**src/rtl/event_stream_framer.sv**
```systemverilog
// Event byte framer: wraps each event as header, packed 32-bit data words and a trailer on AXI4-Stream.
// Latency: a word written to the output FIFO appears on m_axis_tdata one cycle later.
// Backpressure: m_axis_tready stalls the FIFO only; when it is full, words are dropped and overflow_o is flagged.

// Generic first-word-fall-through FIFO.
// Latency: a written word is visible on rd_dat the cycle after the write.
// Backpressure: a write into a full FIFO is dropped (wr_drop) unless a pop happens in the same cycle.
module event_stream_framer_fifo #(
    parameter int W     = 33,
    parameter int DEPTH = 16
) (
    input  logic         core_clk,
    input  logic         arst_n,
    input  logic         wr_vld,
    input  logic [W-1:0] wr_dat,
    output logic         wr_drop,
    output logic         rd_vld,
    input  logic         rd_rdy,
    output logic [W-1:0] rd_dat
);
    localparam int AW = $clog2(DEPTH);
    localparam logic [AW:0] FULL_CNT = (AW+1)'(DEPTH);

    logic [W-1:0]  mem [DEPTH];
    logic [AW-1:0] wr_ptr;
    logic [AW-1:0] rd_ptr;
    logic [AW:0]   cnt;
    logic          full;
    logic          push;
    logic          pop;

    assign full    = (cnt == FULL_CNT);
    assign rd_vld  = (cnt != '0);
    assign pop     = rd_vld && rd_rdy;
    assign push    = wr_vld && (!full || pop);
    assign wr_drop = wr_vld && full && !pop;
    // Gate the read port so an empty FIFO presents zeros rather than stale storage.
    assign rd_dat  = rd_vld ? mem[rd_ptr] : '0;

    always_ff @(posedge core_clk) begin
        if (push) begin
            mem[wr_ptr] <= wr_dat;
        end
    end

    always_ff @(posedge core_clk or negedge arst_n) begin
        if (!arst_n) begin
            wr_ptr <= '0;
            rd_ptr <= '0;
            cnt    <= '0;
        end else begin
            if (push) begin
                wr_ptr <= wr_ptr + 1'b1;
            end
            if (pop) begin
                rd_ptr <= rd_ptr + 1'b1;
            end
            case ({push, pop})
                2'b10:   cnt <= cnt + 1'b1;
                2'b01:   cnt <= cnt - 1'b1;
                default: cnt <= cnt;
            endcase
        end
    end
endmodule

// Event framer top: phase strobe, byte packer, framing FSM and output FIFO.
// Latency: header written in the first-byte cycle, trailer two cycles after the last byte.
// Backpressure: none toward the event buffer; a full FIFO drops words and sets overflow_o.
module event_stream_framer #(
    parameter int          FIFO_DEPTH = 16,
    parameter logic [15:0] HDR_MAGIC  = 16'hEB0C
) (
    input  logic        ifclk_i,
    input  logic        ifclk_rstn_i,
    output logic        dout_data_phase_o,
    input  logic [7:0]  dat_i,
    input  logic        dat_valid_i,
    input  logic        dat_last_i,
    output logic [31:0] m_axis_tdata,
    output logic        m_axis_tvalid,
    input  logic        m_axis_tready,
    output logic        m_axis_tlast,
    output logic        overflow_o,
    input  logic        err_clr_i,
    output logic [15:0] event_cnt_o
);
    typedef enum logic [1:0] {IDLE, DATA, PAD, TRL} state_t;

    typedef struct packed {
        logic        last;
        logic [31:0] dat;
    } word_t;

    state_t      state;
    state_t      state_nxt;
    logic        phase;
    logic        accept;
    logic        word_done;
    logic        wr_vld;
    logic        wr_drop;
    word_t       wr_word;
    word_t       rd_word;
    logic [31:0] pk;
    logic [31:0] lane_word;
    logic [1:0]  ptr;
    logic [15:0] byte_cnt;
    logic [15:0] evt_cnt;
    logic [7:0]  xsum;
    logic        ovf;

    assign accept    = dat_valid_i && phase && ((state == IDLE) || (state == DATA));
    assign word_done = (ptr == 2'd3) || dat_last_i;

    always_comb begin
        lane_word = pk;
        lane_word[8*ptr +: 8] = dat_i;
    end

    always_ff @(posedge ifclk_i or negedge ifclk_rstn_i) begin
        if (!ifclk_rstn_i) begin
            state <= IDLE;
        end else begin
            state <= state_nxt;
        end
    end

    always_comb begin
        state_nxt = state;
        case (state)
            IDLE:    if (accept) state_nxt = dat_last_i ? PAD : DATA;
            DATA:    if (accept && dat_last_i) state_nxt = PAD;
            PAD:     state_nxt = TRL;
            TRL:     state_nxt = IDLE;
            default: state_nxt = IDLE;
        endcase
    end

    // A single-byte event writes its header in the byte cycle, so its data word goes out from PAD.
    always_comb begin
        wr_vld  = 1'b0;
        wr_word = '0;
        case (state)
            IDLE: begin
                if (accept) begin
                    wr_vld  = 1'b1;
                    wr_word = '{last: 1'b0, dat: {HDR_MAGIC, evt_cnt}};
                end
            end
            DATA: begin
                if (accept && word_done) begin
                    wr_vld  = 1'b1;
                    wr_word = '{last: 1'b0, dat: lane_word};
                end
            end
            PAD: begin
                if (ptr != 2'd0) begin
                    wr_vld  = 1'b1;
                    wr_word = '{last: 1'b0, dat: pk};
                end
            end
            TRL: begin
                wr_vld  = 1'b1;
                wr_word = '{last: 1'b1, dat: {byte_cnt, 8'hA5, xsum}};
            end
            default: begin
                wr_vld  = 1'b0;
                wr_word = '0;
            end
        endcase
    end

    always_ff @(posedge ifclk_i or negedge ifclk_rstn_i) begin
        if (!ifclk_rstn_i) begin
            pk       <= '0;
            ptr      <= '0;
            byte_cnt <= '0;
            xsum     <= '0;
            evt_cnt  <= '0;
        end else begin
            case (state)
                IDLE: begin
                    if (accept) begin
                        pk       <= {24'd0, dat_i};
                        ptr      <= 2'd1;
                        byte_cnt <= 16'd1;
                        xsum     <= dat_i;
                    end
                end
                DATA: begin
                    if (accept) begin
                        xsum <= xsum ^ dat_i;
                        if (byte_cnt != 16'hFFFF) begin
                            byte_cnt <= byte_cnt + 16'd1;
                        end
                        if (word_done) begin
                            pk  <= '0;
                            ptr <= 2'd0;
                        end else begin
                            pk  <= lane_word;
                            ptr <= ptr + 2'd1;
                        end
                    end
                end
                PAD: begin
                    pk  <= '0;
                    ptr <= 2'd0;
                end
                TRL: begin
                    evt_cnt <= evt_cnt + 16'd1;
                end
                default: begin
                    pk <= '0;
                end
            endcase
        end
    end

    always_ff @(posedge ifclk_i or negedge ifclk_rstn_i) begin
        if (!ifclk_rstn_i) begin
            phase <= 1'b0;
            ovf   <= 1'b0;
        end else begin
            phase <= ~phase;
            // A drop in the same cycle as a clear must win so no overflow goes unreported.
            if (wr_drop) begin
                ovf <= 1'b1;
            end else if (err_clr_i) begin
                ovf <= 1'b0;
            end
        end
    end

    event_stream_framer_fifo #(
        .W     ($bits(word_t)),
        .DEPTH (FIFO_DEPTH)
    ) u_fifo (
        .core_clk (ifclk_i),
        .arst_n   (ifclk_rstn_i),
        .wr_vld   (wr_vld),
        .wr_dat   (wr_word),
        .wr_drop  (wr_drop),
        .rd_vld   (m_axis_tvalid),
        .rd_rdy   (m_axis_tready),
        .rd_dat   (rd_word)
    );

    assign m_axis_tdata      = rd_word.dat;
    assign m_axis_tlast      = rd_word.last;
    assign dout_data_phase_o = phase;
    assign overflow_o        = ovf;
    assign event_cnt_o       = evt_cnt;
endmodule

```
**config.mk**
```make
export PLATFORM = sky130hd
export DESIGN_NAME = event_stream_framer
export DESIGN_NICKNAME = d
export VERILOG_FILES = /design/src/rtl/event_stream_framer.sv
export SDC_FILE = /design/constraint.sdc
export NUM_CORES = 1
export LEC_CHECK = 0
export ABC_CLOCK_PERIOD_IN_PS = 8210
export CAP_MARGIN = 20
export CORE_UTILIZATION = 25
export CTS_BUF_LIST = sky130_fd_sc_hd__clkbuf_4 sky130_fd_sc_hd__clkbuf_8 sky130_fd_sc_hd__clkbuf_16
export CTS_CLUSTER_DIAMETER = 30
export CTS_CLUSTER_SIZE = 24
export DETAILED_ROUTE_END_ITERATION = 12
export PLACE_DENSITY = 0.49
export SLEW_MARGIN = 10
export SYNTH_ARGS = -nofsm -noshare
export SYNTH_HDL_FRONTEND = slang
export SYNTH_HIERARCHICAL = 1
export SYNTH_SLANG_ARGS = --single-unit
```
**constraint.sdc**
```tcl
create_clock -name ifclk_i -period 8.21 [get_ports ifclk_i]
set_clock_uncertainty 0.1 [all_clocks]
set_input_delay 1.642 -clock ifclk_i [delete_from_list [all_inputs] [get_ports ifclk_i]]
set_output_delay 1.642 -clock ifclk_i [all_outputs]
set_load 0.005 [all_outputs]
```
==> impl_metrics.py <==
metrics = {
    "finish": {
        "area_growth_pct": 26.5,
        "antenna_cells_inserted": 0,
        "post_route_cells_drive_above_1_share": 0.272,
        "layout.nets": 1629,
        "finalNonFillerCells": 3072,
        "fillCellCount": 9935,
    },
    "yosys": {
        "yosysWarningCount": 6,
        "syn_area_um2": 25700,
        "synth_top_flop_cell": "edfxtp_1",
        "synthesis.nets": 1485,
        "synth.lib_cells_used.distinct": 77,
        "yosys_register_bits": 619,
        "postSynthCellCount": 1452,
        "postSynthAreaPerCell_um2": 17.7,
        "ys_async_sr_fraction": 0.147,
        "ys_seq_area_frac": 0.706,
        "synthTopCellsByArea": "edfxtp_1, mux4_2, dfrtp_1, mux2i_1, nand3_1",
        "yosys.cell_count.top_type": "edfxtp_1",
        "number_of_synthesized_flops_with_an_enable_pin": 528,
        "netlist_top_cells_count": "edfxtp_1, mux4_2, dfrtp_1",
        "synth_top_area_frac": 0.617,
        "synthDominantAreaCellType": "edfxtp_1",
    },
    "route": {
        "drt-total-wl_um": 66800,
        "vias": 14500,
        "routedWlPerCell_um": 21.7,
        "antenna_violating_nets_post_route": 0,
        "remaining_drc_errors": 0,
        "vias_per_cell": 4.71,
        "detail_route.iter0.violations": 1216,
        "drt_first_pass_iters": 5,
    },
    "sta": {
        "setup_viol_count_final": 0,
        "setup_repair_after_global_routing_missed_its_margin": "no",
        "hold_viol": 0,
        "final.hold.worst_slack_ns": 0.388,
        "final_period_minus_worst_setup_slack_ns": 5.97,
        "worst_slew_pin_slew_ns": 1.12,
        "slew_headroom": 0.251,
        "final_clock_period_utilization_by_the_worst_path": 0.727,
        "timing.setup.tns_ns": 0,
        "final.setup.worst_slack_ns": 2.24,
        "maxClockFrequency_mhz": 168,
        "timing.final.max_slew_violations": 0,
    },
    "critical_path": {
        "rr_endpoint": "u_fifo/mem[11][10]$_DFFE_PP_",
        "cp_slowest_cell": "or4_1",
        "worstPathBufferInverterCount": 5,
        "crit_required_ns": 6.47,
        "crit_chain": "or4_1 > nor2_4 > buf_4 > inv_2 > buf_4 > nand3_1 > o311ai_0 > clkdlybuf4s18_2 > clkdlybuf4s50_1",
        "path_common_cell": "buf_4",
        "worst-path-max-fanout": 47,
        "critical-path-max-stage-delay_ns": 0.72,
        "reg2reg_from": "state[1]$_DFFE_PN0P_",
        "reg2regPathDepth": 8,
        "worst-setup-path-type": "reg2out",
        "timing.reg2reg.setup_slack_ns": 3.83,
        "critPathLaunchType": "register",
        "arrival_ns": 4.23,
        "cpLargestDelayFamily": "buffers and inverters",
        "critical_path.endpoint_type": "primary output",
    },
    "clock_tree": {
        "cts_htree_levels": 3,
        "clock_insertion_delay_at_the_later_pin_of_the_skew_report_ns": 0.67,
        "cts_max_path_buffers": 3,
        "post_cts_resize_count": 0,
        "cts_tree": "built",
        "cts_sinks": 619,
        "worst_setup_hold_path_clk_slew_ns": 0.05,
        "holdBufCountCts": 0,
        "cts_root_buffer": "clkbuf_16",
        "postCtsSetupBuffers": 0,
        "tritoncts.num_buffers": 121,
    },
    "floorplanning": {
        "core.rowCount": 117,
        "placeable_core_region_um2": 102000,
        "die_boundary_height_um": 323,
        "initial_core_util": 0.252,
        "die-area_um2": 104000,
        "top_level_ports": 66,
        "fp.dieW_um": 323,
    },
    "global_routing": {
        "grt_first_pass_wirelength_um": 100000,
        "grt_use_met3": 0.0253,
        "grt_usage": 0.129,
        "use_met1": 0.175,
        "gr-max-usage-layer": "met2",
        "grt_antenna_before_repair": 4,
        "routing_usage_on_met2": 0.206,
        "first_global_vias": 15300,
        "grt.overflow.total": 0,
        "grt_max_degree": 52,
    },
    "power": {
        "power.static_leakage_nw": 10.8,
        "ir_worst_vdd_v": 0.000197,
        "power_density_nw_per_um2": 417,
        "fin_total_pwr_mw": 13.5,
    },
    "placement": {
        "routabilityCongestion": 0.765,
        "post_placement_setup_slack_ns": 2.77,
        "place.detailed.hpwl_um": 40700,
        "place.detailed.instances": 2838,
        "numPortBuffers": 65,
    },
    "hold_path": {
        "worst_hold_path.endpoint": "pk[12]$_DFFE_PN0P_",
        "hold_start": "pk[12]$_DFFE_PN0P_",
        "holdPathStages": 1,
        "min_delay_path_class": "reg2reg",
    },
    "job": {
        "cap_violations": 0,
    },
    "run_status": {
        "outcome": "complete, no violations",
    },
}
## worst max-delay path by stage
| stage | slack [ns] | start | cells past startpoint | end |
|---|---|---|---|---|
| after detailed placement | 2.77 | dat_valid_i | 7 | u_fifo/mem[9][11]$_DFFE_PP_ |
| after CTS | 2.13 | u_fifo/cnt[1]$_DFFE_PN0P_ | 9 | m_axis_tlast |
| after floorplan | 1.74 | dat_last_i | 6 | u_fifo/mem[0][0]$_DFFE_PP_ |
| after global placement | 2.80 | u_fifo/rd_ptr[1]$_DFFE_PN0N_ | 5 | m_axis_tlast |
| after global routing | 2.00 | u_fifo/cnt[1]$_DFFE_PN0P_ | 9 | m_axis_tlast |
| final | 2.24 | u_fifo/cnt[1]$_DFFE_PN0P_ | 9 | m_axis_tlast |
## layout by cell type, fill, tap and decap left out, types with 33 or more instances in the layout
master	Yosys	routed
a22o_1	33	33
clkbuf_16	0	123
dfrtp_1	91	87
mux4_2	132	132
edfxtp_1	528	528
nand2_1	76	76
clkdlybuf4s50_1	0	64
mux2i_1	39	39
buf_4	0	50
nand3_1	78	78
## cells by family (layout without fill, tap and decap cells)
| kind of cell | count (synthesis) | after routing | synth area share |
|---|---|---|---|
| DFF | 619 | 619 | 0.706 |
| and+or+nand+nor | 262 | 262 | 0.0542 |
| AOI/OAI and AO/OA | 217 | 217 | 0.0656 |
| muxes | 175 | 175 | 0.133 |
| buffers and inverters | 128 | 380 | 0.0211 |
| xor gates and xnor gates | 32 | 32 | 0.0109 |
| adders and majority gates | 19 | 19 | 0.00925 |
## power breakdown
part | internal [mW] | total, mW | switching [mW]
sequential | 4.24 | 4.61 | 0.369
combinational | 1.65 | 3.94 | 2.29
clock | 3.32 | 4.99 | 1.66
total | 9.21 | 13.5 | 4.33
## stage by stage
step	utilization	area, µm²
after floorplan	-	25700
after global placement	0.276	28100
after detailed placement	0.277	28200
after CTS	0.318	32400
after global routing	0.319	32500
final	0.319	32500
## area by class of cell
cell class | instances | area (µm²) | area share
Tap cell | 1368 | 1710 | 0.0527
Multi-Input combinational cell | 705 | 7130 | 0.220
Clock inverter | 97 | 1070 | 0.0330
Inverter | 28 | 105 | 0.00323
Sequential cell | 619 | 18100 | 0.558
Clock buffer | 134 | 3170 | 0.0977
Timing Repair Buffer | 121 | 1150 | 0.0355
## layer usage
metal / vias up / wire length [µm] / share of wire
li1: 6317 / - / -
met1: 7621 / 29500 / 0.44
met2: 431 / 31900 / 0.48
met3: 111 / 3810 / 0.057
met4: 2 / 1550 / 0.023
met5: - / 9 / 0.00013
## sequential cells by signal, indices dropped and copies added (netlist names)
| signal | count |
|---|---|
| pk | 32 |
| u_fifo/rd_ptr | 4 |
| u_fifo/wr_ptr | 4 |
| overflow_o | 1 |
| event_cnt_o | 16 |
| xsum | 8 |
| ptr | 2 |
| dout_data_phase_o | 1 |
| u_fifo/mem | 528 |
| byte_cnt | 16 |
| u_fifo/cnt | 5 |
| state | 2 |
Power figures use the tool's default switching activity.
==> RTL change 1: new RTL, config.mk and constraints unchanged <==
Put one more register stage on the output `event_cnt_o`, cleared by the reset. The value now appears one clock later. The other outputs are not delayed to match.
--- a/src/rtl/event_stream_framer.sv
+++ b/src/rtl/event_stream_framer.sv
@@ -251,3 +251,9 @@
     assign overflow_o        = ovf;
-    assign event_cnt_o       = evt_cnt;
+    always_ff @(posedge ifclk_i or negedge ifclk_rstn_i) begin
+        if (!ifclk_rstn_i) begin
+            event_cnt_o <= '0;
+        end else begin
+            event_cnt_o <= evt_cnt;
+        end
+    end
 endmodule
Behaviour: not the same (Yosys sat finds a counterexample within 10 cycles, from zero or initial values and one cycle with ifclk_rstn_i low).
==> RTL change 1 against the original RTL <==
- count of clock-buffer cells in the layout grew 22
- fmax up 1.4%
- non-clock buffer count rose by 6
- sequential power decreased by 4.3%
- worst setup slack gained 80 ps
- sequential cell count rose by 16
- design area up 2.0%
- synthesized cell count grew 0.41%
- power down 1.9%
- wire length is 0.51% higher
- die area rose by 1.3%
- critical path type unchanged
- via count grew 1.4%
- area after synthesis is 1.3% higher
==> RTL change 1: results <==
set metrics [dict create \
    worstHoldEndpoint "event_cnt_o[15]$_DFF_PN0_" \
    reg2reg_to "u_fifo/mem[6][21]$_DFFE_PP_" \
    track_usage_pct 12.8 \
    hpwlAfterDp_um 39900 \
    synth.area.top_cells "edfxtp_1 (61%), mux4_2 (11%), dfrtp_1 (10%)" \
    grt_use_met1_pct 18.2 \
    clk-insertion-delay-late_ps 700 \
    dp.cells 2861 \
    worst_pin_slew_ps 1070 \
    place_area_um2 28600 \
    syn_nets 1491 \
    switching_share_pct 31.1 \
    nNetsFinal 1651 \
    ys_seq_area_share_pct 71.2 \
    grt_first_pass_wirelength_um 101000 \
    synth_cell_types 75 \
    synth.top_cells.by_count "edfxtp_1 (528), mux4_2 (132), dfrtp_1 (107)" \
    arrival_ps 4150 \
    gp_congestion 0.770 \
    antenna_found_initial 1 \
    async_flop_share_pct 16.9 \
    postSynthAreaPerCell_um2 17.9 \
    drt-initial-drc-count 1099 \
    status "finished clean" \
    drive_above_1_share_pct 27.1 \
    routed_wl_um 67100 \
    fin_cells 3104 \
]
## RTL change 1: changes by cell type after synthesis, moves of 10 or more
cell / change
dfrtp_1: +16
o22ai_1: -12
a221oi_1: -16
nand2_1: -11
a22o_1: +10
and3_1: +13
a21oi_1: -16
o21ai_0: +16
## RTL change 1: kinds of logic after synthesis
| group | synth area share [%] |
|---|---|
| flip-flops | 71.2 |
| multiplexers | 13.1 |
| buffers and inverters | 2.09 |
| AND/OR/NAND/NOR | 5.41 |
| AO/OA/AOI/OAI | 6.17 |
| adder cells (fa/ha/maj) | 0.913 |
| XOR/XNOR | 1.08 |
## RTL change 1: power by group through the flow
stage | Combinational, mW | Clock, mW | Sequential, mW
floorplan | 2.21 | 0 | 4.29
global placement | 3.59 | 0 | 4.46
detailed placement | 3.65 | 0 | 4.47
CTS | 3.66 | 5.38 | 4.42
global route | 3.89 | 5.54 | 4.45
finish | 3.58 | 5.28 | 4.41
## RTL change 1: area by class of cell
cell class	instances	area share, %
multi-input combinational	696	21.3
clock inverter	82	2.92
inverter	27	0.306
antenna	1	0.00755
sequential	635	56.0
timing repair buffer	127	3.61
clock buffer	156	10.7
tap	1380	5.21
## RTL change 1: how the worst max path moves through the flow
| stage | start | end | cells after the start |
|---|---|---|---|
| after CTS | u_fifo/rd_ptr[1]$_DFFE_PN0N_ | m_axis_tdata[24] | 5 |
| after global routing | u_fifo/cnt[1]$_DFFE_PN0P_ | m_axis_tdata[0] | 8 |
| final | u_fifo/cnt[1]$_DFFE_PN0P_ | m_axis_tlast | 9 |
| after detailed placement | dat_valid_i | u_fifo/mem[11][18]$_DFFE_PP_ | 7 |
| after global placement | dat_valid_i | u_fifo/mem[12][20]$_DFFE_PP_ | 7 |
| after floorplan | dat_valid_i | u_fifo/mem[0][0]$_DFFE_PP_ | 5 |
==> RTL change 2: new RTL, config.mk and constraints unchanged <==
Without the edit above. Set the parameter `FIFO_DEPTH` to 8 (it was 16).
--- a/src/rtl/event_stream_framer.sv
+++ b/src/rtl/event_stream_framer.sv
@@ -70,3 +70,3 @@
 module event_stream_framer #(
-    parameter int          FIFO_DEPTH = 16,
+    parameter int          FIFO_DEPTH = 8,
     parameter logic [15:0] HDR_MAGIC  = 16'hEB0C
Check against the original RTL: same outputs for any inputs over 4 cycles, from zero or initial values and one cycle with ifclk_rstn_i low; that may be too few to reach the edited logic, so the function may still have changed.
==> RTL change 2 against the original RTL <==
- non-clock buffer count is 31 lower
- sequential share of layout area is 6.3 points lower
- design area is 37% lower
- wire length is 37% lower
- worst setup slack better by 480 ps
- power is 32% lower
- first-iteration DRC count is 40% lower
- register-to-register slack better by 450 ps
- area after synthesis is 39% lower
- fmax is 8.7% higher
- sequential cell count is 267 lower
- global-route usage is 0.38 points higher
- highest routed layer is now met4
==> RTL change 2: results <==
set metrics [dict create \
    postSynthAreaPerCell_um2 14.6 \
    relSlewSlack_pct 25.2 \
    synth.area.top_cells "edfxtp_1 (50%), dfrtp_1 (14%), mux2i_1 (8.7%)" \
    status "finished clean" \
    clockBufferDepth 3 \
    synth_cell_types 79 \
    nNetsFinal 1207 \
    synth_edf_count 264 \
    gp_congestion 0.776 \
    numCtsBuffers 86 \
    portBuffers 65 \
    cap_violations 0 \
    ys_seq_area_share_pct 64.3 \
    antenna_found_initial 1 \
    crit_slowest_cell "dfrtp_4" \
    dp.cells 1924 \
    arrival_ps 3750 \
    max_stage_delay_ps 1090 \
    grt_max_degree 81 \
    track_usage_pct 13.3 \
    p_leak_nw 7.54 \
    drive_above_1_share_pct 19.3 \
    clk-insertion-delay-late_ps 600 \
    post_drt_wl_per_cell_um 20.2 \
    dr.pass1.iters 8 \
    async_flop_share_pct 25.0 \
    hpwlAfterDp_um 24900 \
    post-place-ws_ps 3160 \
    clock-root-buffer "clkbuf_16" \
    syn_nets 1108 \
    grt_first_pass_wirelength_um 64000 \
    reg_top3 "u_fifo/mem (264), pk (32)" \
    min_path_type "reg2reg" \
    worst-path-max-fanout 80 \
    clk_pin_slew_worst_paths_ps 40 \
    fin_cells 2087 \
    place_area_um2 17300 \
    die_x_um 253 \
    ir_drop_v 0.000205 \
    synth.top_cells.by_count "edfxtp_1 (264), mux2i_1 (137), dfrtp_1 (88)" \
    vias 10104 \
    post_cts_resized 0 \
    drt-initial-drc-count 731 \
]
[RTL change 2: layout make-up]
cell class              instances  area, um2
well taps                     837       1050
multi-input cells             627       5200
repair buffers                 90        888
inverters                      21       78.8
diodes                          1       2.50
flip-flops and latches        352      10100
fillers                      6034      41600
clock buffers                 108       2400
clock inverters                51        704
[RTL change 2: report_power, final]
part,switching (mW),internal (mW)
Combinational,1.72,1.18
Clock,1.04,2.50
Sequential,0.251,2.50
Total,3.02,6.19
[RTL change 2: worst reg2reg max path, stage by stage (launching register included)]
cell and delay, ps:
dfrtp_1 390, inv_1 210, ha_1 540, o2111a_1 280, buf_4 360, o21bai_1 180
buf_4 220, o21ai_4 120, nor3_2 640, buf_4 540
[RTL change 2: final timing paths]
kind | start | endpoint | slack, ps | cells after the start
min in group asynchronous | ifclk_rstn_i | byte_cnt[7]$_DFFE_PN0P_ | 890 | 1
hold / removal | overflow_o$_DFFE_PN0P_ | overflow_o$_DFFE_PN0P_ | 380 | 1
hold reg to reg | overflow_o$_DFFE_PN0P_ | overflow_o$_DFFE_PN0P_ | 380 | 1
setup reg to reg | state[1]$_DFFE_PN0P_ | u_fifo/mem[4][6]$_DFFE_PP_ | 4280 | 9
setup / recovery | u_fifo/rd_ptr[1]$_DFFE_PN0N_ | m_axis_tdata[15] | 2720 | 5
max in group asynchronous | ifclk_rstn_i | u_fifo/rd_ptr[1]$_DFFE_PN0N_ | 5860 | 2
[RTL change 2: kinds of logic after synthesis]
| logic type | synth area share, % |
|---|---|
| fa+ha+maj | 1.19 |
| compound gates | 14.4 |
| xor+xnor | 1.50 |
| simple gates | 6.37 |
| mux | 9.06 |
| flops | 64.3 |
| buf+inv | 3.18 |
[RTL change 2: metal layers]
| metal | vias to the layer above | GRT usage [%] | wire length [um] |
|---|---|---|---|
| li1 | 4563 | - | - |
| met1 | 5208 | 17.7 | 19000 |
| met2 | 272 | 21.1 | 19900 |
| met3 | 61 | 3.26 | 2320 |
| met4 | 0 | 4.68 | 900 |
| met5 | - | 0 | 0 |
